## config.mk

```make
export PLATFORM = sky130hd
export DESIGN_NAME = norm_frame_sequencer
export DESIGN_NICKNAME = d
export VERILOG_FILES = /design/src/rtl/norm_pkg.sv /design/src/rtl/norm_seq_watchdog.sv /design/src/rtl/norm_frame_sequencer.sv
export SDC_FILE = /design/constraint.sdc
export NUM_CORES = 1
export LEC_CHECK = 0
export ABC_AREA = 0
export CORE_ASPECT_RATIO = 1.5
export CORE_MARGIN = 4
export CORE_UTILIZATION = 45
export DETAILED_ROUTE_END_ITERATION = 6
export PLACE_DENSITY = 0.68
export SYNTH_ARGS = -nofsm -noshare
export SYNTH_HDL_FRONTEND = slang
export SYNTH_SLANG_ARGS = --single-unit
```

## constraint.sdc

```tcl
create_clock -name clk -period 8.5 [get_ports clk]
set_clock_uncertainty 0.1 [all_clocks]
set_input_delay 2.55 -clock clk [delete_from_list [all_inputs] [get_ports clk]]
set_output_delay 2.55 -clock clk [all_outputs]
set_load 0.01 [all_outputs]
```

## src/rtl/norm_pkg.sv

```systemverilog
// norm_pkg
// Shared types and constants for the normalizer frame sequencer.
//   seq_state_t   : per-frame sequencer states
//   DEFAULT_DENOM : denominator used after reset and whenever the crop
//                   filter reports a zero max pixel (avoids divide-by-zero)
package norm_pkg;

    typedef enum logic [2:0] {
        IDLE,
        CROP_START,
        CROP_WAIT,
        NORM_ARM,
        NORM_EN,
        NORM_RUN,
        DONE
    } seq_state_t;

    localparam int DEFAULT_DENOM = 1;

endpackage

```

## src/rtl/norm_seq_watchdog.sv

```systemverilog
// norm_seq_watchdog
// Idle-cycle up-counter for the normalizer stream. The counter is cleared
// (loaded with zero) by 'clear', advances by one on 'count_en', and flags
// 'terminal' while it holds TIMEOUT_CYCLES-1.
// Ports:
//   clk       in  clock
//   srst      in  asynchronous active-high reset
//   clear     in  load zero (has priority over count_en)
//   count_en  in  increment by one
//   terminal  out count == TIMEOUT_CYCLES-1
module norm_seq_watchdog #(
    parameter int TIMEOUT_CYCLES = 1048576
) (
    input  logic clk,
    input  logic srst,
    input  logic clear,
    input  logic count_en,
    output logic terminal
);

    localparam int WDOG_W = $clog2(TIMEOUT_CYCLES);

    logic [WDOG_W-1:0] count;

    // Idle counter: clearing wins so a beat in the same cycle restarts the
    // timeout window instead of extending the old one.
    always_ff @(posedge clk or posedge srst) begin
        if (srst) begin
            count <= '0;
        end else if (clear) begin
            count <= '0;
        end else if (count_en) begin
            count <= count + WDOG_W'(1);
        end
    end

    // Terminal flag is evaluated on the current count, so the owner sees it
    // during the last permitted idle cycle.
    assign terminal = (count == WDOG_W'(TIMEOUT_CYCLES - 1));

endmodule

```

## src/rtl/norm_frame_sequencer.sv

```systemverilog
// norm_frame_sequencer
// Per-frame controller for the crop-filter -> normalizer pipeline. Starts the
// crop filter, latches the frame max pixel as the normalization denominator,
// arms and enables the normalizer, counts output beats up to the frame size
// and reports completion. A watchdog ends a frame whose stream stalls.
// Ports:
//   clk, srst         clock, asynchronous active-high reset
//   start, abort      frame request pulse (IDLE only) / soft abort to IDLE
//   cfg_continuous    auto-restart after DONE
//   cfg_pixels        beats per frame, captured in CROP_START
//   cf_ap_start       crop filter start pulse
//   cf_ap_done        crop filter done pulse, qualifies cf_max_valid/pixel
//   nr_ap_start       normalizer arm pulse
//   nr_cf_done        normalizer stream-enable pulse
//   norm_denominator  registered denominator
//   out_beat          normalizer output handshake
//   busy              state != IDLE
//   frame_done        end-of-frame pulse
//   timeout_err       sticky stall flag, cleared by srst or an accepted start
//   frame_count       completed frames (wraps)
module norm_frame_sequencer
    import norm_pkg::*;
#(
    parameter int PIXEL_BIT_WIDTH = 10,
    parameter int CNT_W           = 24,
    parameter int TIMEOUT_CYCLES  = 1048576
) (
    input  logic                       clk,
    input  logic                       srst,
    input  logic                       start,
    input  logic                       abort,
    input  logic                       cfg_continuous,
    input  logic [CNT_W-1:0]           cfg_pixels,
    output logic                       cf_ap_start,
    input  logic                       cf_ap_done,
    input  logic                       cf_max_valid,
    input  logic [PIXEL_BIT_WIDTH-1:0] cf_max_pixel,
    output logic                       nr_ap_start,
    output logic                       nr_cf_done,
    output logic [PIXEL_BIT_WIDTH-1:0] norm_denominator,
    input  logic                       out_beat,
    output logic                       busy,
    output logic                       frame_done,
    output logic                       timeout_err,
    output logic [15:0]                frame_count
);

    seq_state_t       state;
    seq_state_t       next_state;
    logic [CNT_W-1:0] pix_target;
    logic [CNT_W-1:0] beat_cnt;
    logic             last_beat;
    logic             wdog_clear;
    logic             wdog_inc;
    logic             wdog_tc;

    assign last_beat = out_beat && (beat_cnt == pix_target - CNT_W'(1));

    // The watchdog only measures idle time inside NORM_RUN; every beat, the
    // NORM_EN setup cycle and an abort restart its window.
    assign wdog_clear = abort || (state == NORM_EN) || ((state == NORM_RUN) && out_beat);
    assign wdog_inc   = (state == NORM_RUN) && !out_beat;

    norm_seq_watchdog #(
        .TIMEOUT_CYCLES(TIMEOUT_CYCLES)
    ) u_watchdog (
        .clk      (clk),
        .srst     (srst),
        .clear    (wdog_clear),
        .count_en (wdog_inc),
        .terminal (wdog_tc)
    );

    // State register.
    always_ff @(posedge clk or posedge srst) begin
        if (srst) begin
            state <= IDLE;
        end else begin
            state <= next_state;
        end
    end

    // Next-state logic. Abort overrides everything, including a start that
    // arrives in the same cycle.
    always_comb begin
        next_state = state;
        if (abort) begin
            next_state = IDLE;
        end else begin
            case (state)
                IDLE:       if (start) next_state = CROP_START;
                CROP_START: next_state = CROP_WAIT;
                CROP_WAIT:  if (cf_ap_done) next_state = NORM_ARM;
                NORM_ARM:   next_state = NORM_EN;
                NORM_EN:    next_state = (pix_target == '0) ? DONE : NORM_RUN;
                NORM_RUN: begin
                    if (last_beat || (!out_beat && wdog_tc)) begin
                        next_state = DONE;
                    end
                end
                DONE:       next_state = cfg_continuous ? CROP_START : IDLE;
                default:    next_state = IDLE;
            endcase
        end
    end

    // Frame datapath: target capture, beat counting, denominator latch,
    // sticky timeout and completed-frame counter. Abort only clears the beat
    // counter; results of earlier frames are preserved.
    always_ff @(posedge clk or posedge srst) begin
        if (srst) begin
            pix_target       <= '0;
            beat_cnt         <= '0;
            norm_denominator <= PIXEL_BIT_WIDTH'(DEFAULT_DENOM);
            timeout_err      <= 1'b0;
            frame_count      <= '0;
        end else if (abort) begin
            beat_cnt <= '0;
        end else begin
            case (state)
                IDLE: begin
                    if (start) timeout_err <= 1'b0;
                end
                CROP_START: begin
                    pix_target <= cfg_pixels;
                end
                CROP_WAIT: begin
                    if (cf_ap_done && cf_max_valid) begin
                        norm_denominator <= (cf_max_pixel == '0) ?
                                            PIXEL_BIT_WIDTH'(DEFAULT_DENOM) : cf_max_pixel;
                    end
                end
                NORM_EN: begin
                    beat_cnt <= '0;
                end
                NORM_RUN: begin
                    if (out_beat) begin
                        beat_cnt <= beat_cnt + CNT_W'(1);
                    end else if (wdog_tc) begin
                        timeout_err <= 1'b1;
                    end
                end
                DONE: begin
                    frame_count <= frame_count + 16'd1;
                end
                default: begin
                end
            endcase
        end
    end

    // Handshake pulses and status are decoded straight from the state
    // register, so each pulse lasts exactly the one cycle spent in its state.
    assign cf_ap_start = (state == CROP_START);
    assign nr_ap_start = (state == NORM_ARM);
    assign nr_cf_done  = (state == NORM_EN);
    assign frame_done  = (state == DONE);
    assign busy        = (state != IDLE);

endmodule

```

==> metrics.txt, run 1 <==
routed length per placed instance 15.9 µm; path category of the worst min-delay check reg -> reg; post-synth cell types 49; worst skew pair latency 0.35 ns; buffer depth of the longest clock path 2; nature of the critical path endpoint flip-flop; post-DR vias/cell 5.47; met1 wire length 5090 µm; total die area 13400 µm²; critical path startpoint category input port; Ys Warns 0; I/O pin count 74; n_diodes 0; global-route wire length before repair 19900 µm; fillcell total 975; area occupied by multi-input gates 2650 µm²; max cap viols 0; via count 4083; Critical R2R Launch state[2]; remaining global-route overflow 0; average instance area after synthesis 9.95 µm²; share of total power in the clock network 32.0%; RR Endpoint beat_cnt[18]; area share of the leading cell type in the synthesized netlist 46.6%; clock root cell clkbuf_16; Buf+Inv Stages, Crit Path 1; number of nets in the synthesized netlist 570; hold buffers post-CTS 0; setup bufs post-CTS 0; Sw Share 29.6%; first-pass iteration count of the detailed router 4; sw power 0.402 mW; total negative slack for setup checks 0 ns; critical path cell sequence clkdlybuf4s50_1 -> a21o_1 -> nand4_1 -> nor4_1 -> nand2_1 -> xor2_1 -> nor2_1; crit path max fanout 24; highest metal layer with signal wires met4; overall die width 95.8 µm; flip-flop and latch area 2450 µm²; Worst IR Drop VDD 0.000126 V; number of design-rule violations left by the first detailed-router iteration 160; final wirelength 11900 µm; worst setup slack for register-to-register paths 5.24 ns; Slew Limit Headroom 34.4%; maximum level of the CTS H-tree 3; remaining number of nets flagged by the antenna check after routing 0; final critical path time including I/O delays and setup 5.18 ns; proportion of synthesized chip area in sequential cells 47.1%; worst-path cell with the longest stage delay nor4_1; area delta synth->final 22.9%; Logic pwr share 22.3%; power density over cell area 212 nW/µm²; overall fraction of global-route tracks in use 18.7%; total setup violations reported at the end of the flow 0; Post-Synthesis Cell Area 5210 µm²; static leakage power 2.57 nW; sink of the worst hold path frame_count[15]; detailed route wirelength on metal2 6060 µm; post-synthesis cell count 523; number of buffers inserted during clock tree synthesis 9; worst path arrival time 5.31 ns; Post-CTS Resized 0; post-synthesis cell type with the largest combined area dfrtp_1; launch point of the worst hold path frame_count[15]; largest incremental delay on the critical path 0.76 ns; Worst EP required 8.62 ns; starting density of the core 46.6%; top cell family by delay on the critical path simple AND/OR/NAND/NOR gates; wire length on met3 373 µm; number of cell instances on the worst register-to-register path 7; RSZ-0062 raised after global routing false; status completed; flops & latches, synth 98; most frequent cell after synthesis dfrtp_1; number of enable flip-flop cells after synthesis 0; post-detailed-route DRC marker count 0; share of total power in sequential cells 45.7%; estimated wirelength of the detail-placed design 8830 µm; Worst Tran Pin Value 0.985 ns; Slew Limit Fails 0; clock-pin slew of the registers on the worst-case setup and hold paths 0.07 ns; fraction of registers with async set/reset 100%; number of hold violations in the final report 0; Site Rows 47; number of port buffers 73; Tot Pwr 1.36 mW; core box area 11200 µm²; fraction of final layout cells with drive strength greater than 1 9.85%; Critical Setup Path Class in -> reg; global placement routability congestion 0.848; leading register cell type out of synthesis dfrtp_1; top cells by instance count after synthesis 97 x dfrtp_1, 61 x nor2_1, 41 x xnor2_1; hold depth 1; Die Ht 140 µm; peak clock frequency supported by timing 0.193 GHz; internal power consumption 0.954 mW; number of nets in the layout 641; Num Clock Sinks 98; CTS tree yes; pin count of the biggest net entering global routing 80; dominant cells by area after synthesis dfrtp_1 47%, mux2_2 6.9%, xnor2_1 6.9%; vias in the first global route 4001; fraction of the cycle the final worst path needs 61.0%; initial antenna violation count 0
worst max path at each step:
stage,startpoint,end,slack (ns),depth (start not counted)
floorplan,srst,beat_cnt[0],3.29,1
global placement,abort,beat_cnt[16],2.99,7
detailed placement,abort,beat_cnt[16],2.94,7
CTS,abort,beat_cnt[16],3.30,7
global route,abort,beat_cnt[19],3.03,7
finish,abort,beat_cnt[18],3.32,7
power by group through the flow:
stage                     Combinational (mW)  Sequential, mW  Clock (mW)
after floorplan                        0.213           0.599           0
after global routing                   0.332           0.633       0.463
after detailed placement               0.303           0.626           0
after CTS                              0.305           0.620       0.441
after global placement                 0.294           0.623           0
final                                  0.302           0.620       0.434
logic make-up (layout without fill, tap and decap cells):
kind of cell | after synthesis | count (layout) | synth area share, %
adders and majority gates | 5 | 5 | 1.20
buffers and inverters | 28 | 104 | 2.16
and+or+nand+nor | 231 | 231 | 23.2
AOI/OAI and AO/OA | 48 | 48 | 5.72
xor gates and xnor gates | 78 | 78 | 13.1
muxes | 35 | 35 | 7.50
DFF | 98 | 98 | 47.1
metal layers:
metal,GRT usage (%),vias up
met5,0,-
li1,-,1985
met3,2.86,27
met4,8.77,0
met1,23.5,1992
met2,31.0,79
stage by stage:
stage          area (µm²)  instances  hold slack, ns  setup slack (ns)  utilization [%]
2_1_floorplan        5210        523           0.369              3.29                -
3_3_place_gp         6080        730           0.360              2.99             54.4
3_5_place_dp         6080        730           0.365              2.94             54.4
4_1_cts              6400        746           0.375              3.30             57.2
5_1_grt              6400        746           0.386              3.03             57.2
6_report             6400        746           0.366              3.32             57.2
flip-flops by register name (all words and copies together), names as in the netlist:
register	count
beat_cnt	24
frame_count	16
norm_denominator	10
pix_target	24
state	3
timeout_err	1
u_watchdog.count	20
final cells by class:
cell class	instances	area share (%)
repair buffers	76	11.8
well taps	147	2.88
clock inverters	5	1.25
clock buffers	11	3.64
flip-flops and latches	98	38.4
multi-input cells	397	41.4
inverters	12	0.743
worst register-to-register path, cell delays in order, from the launching register on:
cell,delay (ns)
dfrtp_1,0.54
nor2b_1,0.40
a21o_1,0.64
nand4_1,0.30
nor4_1,0.76
nand2_1,0.14
xor2_1,0.19
nor2_1,0.07
placed cells by master (no fill, tap or decap), types with 18 or more instances in the layout:
| cell type | count |
|---|---|
| xor2_1 | 37 |
| xnor2_1 | 41 |
| nand3_1 | 27 |
| mux2_2 | 32 |
| nand4_1 | 18 |
| nand2_1 | 37 |
| nor2_1 | 61 |
| o21ai_0 | 20 |
| dfrtp_1 | 97 |
| clkdlybuf4s50_1 | 73 |
No activity file was read; power rests on OpenSTA's default activity.
==> inputs of run 2 (changes only) <==
Clock period 8.5 ns to 5.2 ns, I/O delays scaled along.
==> run 2 against run 1 <==
Clock power increased by 78%. Cell area increased by 0.96%. Combinational power grew 66%. Non-clock buffer count increased by 3. Die area stayed put. Sequential power grew 65%. Worst setup slack got worse by 2.0 ns. Routed wire length rose by 2.4%. Total power up 69%. Largest power group unchanged.
==> metrics.txt, run 2 (synthesized netlist as in run 1, its figures left out) <==
total setup violations reported at the end of the flow 0 (unchanged); maximum level of the CTS H-tree 3 (unchanged); number of hold violations in the final report 0 (unchanged); max cap viols 0 (unchanged); share of total power in the clock network 33.7% (+1.7 points); Slew Limit Fails 0 (unchanged); number of buffers inserted during clock tree synthesis 9 (unchanged); estimated wirelength of the detail-placed design 8950 µm (+1.3%); top library cells by usage in the layout, fill and taps aside 97 x dfrtp_1, 73 x clkdlybuf4s50_1, 61 x nor2_1, 41 x xnor2_1; fraction of the cycle the final worst path needs 75.0%; Num Clock Sinks 98 (unchanged); Site Rows 47 (unchanged); number of port buffers 73 (unchanged); setup bufs post-CTS 0 (unchanged); worst setup slack for register-to-register paths 2.02 ns (-3.22 ns); internal power consumption 1.62 mW (+69%); overall fraction of global-route tracks in use 18.9% (+0.14 points); Die Ht 140 µm (unchanged); hold buffers post-CTS 0 (unchanged); Worst Tran Pin Value 0.797 ns (-0.188 ns); via count 4104 (+0.51%); Critical Setup Path Class in -> reg; most common cell after layout, fill and taps aside dfrtp_1; Logic pwr share 21.9% (-0.4 points); Worst IR Drop VDD 0.000213 V (+70%); peak clock frequency supported by timing 0.256 GHz; global-route wire length before repair 20100 µm (+1.2%); overall die width 95.8 µm (unchanged); pin count of the biggest net entering global routing 44 (-45%); post-DR vias/cell 5.48 (+0.11%); vias in the first global route 4083 (+2.0%); Post-CTS Resized 0 (unchanged); number of nets in the layout 644 (+0.47%); worst path arrival time 4.02 ns (-1.29 ns); area of all placed cells without fillers 6460 µm² (+0.96%); remaining number of nets flagged by the antenna check after routing 0 (unchanged); path category of the worst min-delay check reg -> reg; crit path max fanout 24 (unchanged); share of total power in sequential cells 44.4% (-1.3 points); critical path startpoint category input port; initial antenna violation count 0 (unchanged); final critical path time including I/O delays and setup 3.90 ns; nature of the critical path endpoint flip-flop; Critical R2R Launch pix_target[0]; buffer depth of the longest clock path 2 (unchanged); worst skew pair latency 0.34 ns (about the same); remaining global-route overflow 0 (unchanged); post-detailed-route DRC marker count 0 (unchanged); largest registers beat_cnt: 24 flops, pix_target: 24 flops, u_watchdog.count: 20 flops; I/O pin count 74 (unchanged); first-pass iteration count of the detailed router 4 (unchanged); routed length per placed instance 16.2 µm (+2.0%); static leakage power 2.61 nW (+1.4%); clock-pin slew of the registers on the worst-case setup and hold paths 0.07 ns (about the same); number of cell instances on the worst register-to-register path 9 (+2); hold depth 1 (unchanged); clock root cell clkbuf_16; cell area reported after detailed placement 6110 µm² (+0.37%); starting density of the core 46.6% (unchanged); power density over cell area 354 nW/µm² (+67%); fraction of final layout cells with drive strength greater than 1 10.6% (+0.78 points); number of design-rule violations left by the first detailed-router iteration 159 (-0.63%); global placement routability congestion 0.849 (about the same); launch point of the worst hold path frame_count[15]; CTS tree yes; Tot Pwr 2.29 mW (+69%); final wirelength 12200 µm (+2.4%); Slew Limit Headroom 46.4% (+12 points); sw power 0.670 mW (+67%); core box area 11200 µm² (unchanged); total negative slack for setup checks 0 ns (unchanged); sink of the worst hold path frame_count[15]; status completed; RSZ-0062 raised after global routing false; total die area 13400 µm² (unchanged); Sw Share 29.3% (-0.32 points); Worst EP required 5.32 ns (-3.30 ns); area delta synth->final 24.0%; RR Endpoint state[1]; n_diodes 0 (unchanged)
[run 2: area by class of cell]
| type | instances | area [µm²] |
|---|---|---|
| Sequential cell | 98 | 2450 |
| Inverter | 12 | 47.5 |
| Multi-Input combinational cell | 397 | 2650 |
| Clock inverter | 7 | 126 |
| Fill cell | 980 | 4720 |
| Tap cell | 147 | 184 |
| Clock buffer | 9 | 225 |
| Timing Repair Buffer | 79 | 776 |
[run 2: power by group through the flow]
| stage | registers, mW | logic, mW | clock network, mW |
|---|---|---|---|
| after floorplan | 0.979 | 0.348 | 0 |
| after global placement | 1.02 | 0.486 | 0 |
| after detailed placement | 1.02 | 0.499 | 0 |
| after CTS | 1.01 | 0.504 | 0.787 |
| after global routing | 1.03 | 0.548 | 0.816 |
| final | 1.02 | 0.500 | 0.772 |
[run 2: worst max path at each step]
stage | from | slack [ns] | cells past startpoint | end
6_report | abort | 1.30 | 8 | beat_cnt[16]
5_1_grt | abort | 1.06 | 8 | beat_cnt[16]
2_1_floorplan | srst | 0.98 | 1 | beat_cnt[0]
3_5_place_dp | abort | 0.91 | 8 | beat_cnt[16]
4_1_cts | abort | 1.25 | 8 | beat_cnt[16]
3_3_place_gp | abort | 0.96 | 8 | beat_cnt[16]
[run 2: worst max-delay path, cell delays in order]
cell and delay (ns):
clkdlybuf4s50_1 0.71, a21o_1 0.14, buf_4 0.25, nand4_1 0.22
nor4_1 0.75, nand3_1 0.17, xor2_1 0.16, nor2_1 0.05
[run 2: routing by layer]
metal | vias up | routed length, µm | GRT usage, %
met5 | - | 0 | 0
met4 | 0 | 335 | 6.37
met3 | 25 | 471 | 3.29
met2 | 85 | 6400 | 33.2
met1 | 2009 | 4950 | 22.7
li1 | 1985 | - | -
[run 2: per-stage QoR]
step | hold WS, ns | instances | setup WS [ns] | util (%)
finish | 0.371 | 749 | 1.30 | 57.8
global route | 0.402 | 749 | 1.06 | 57.8
CTS | 0.376 | 749 | 1.25 | 57.8
detailed placement | 0.369 | 733 | 0.914 | 54.6
global placement | 0.362 | 733 | 0.957 | 54.6
floorplan | 0.369 | 523 | 0.980 | -
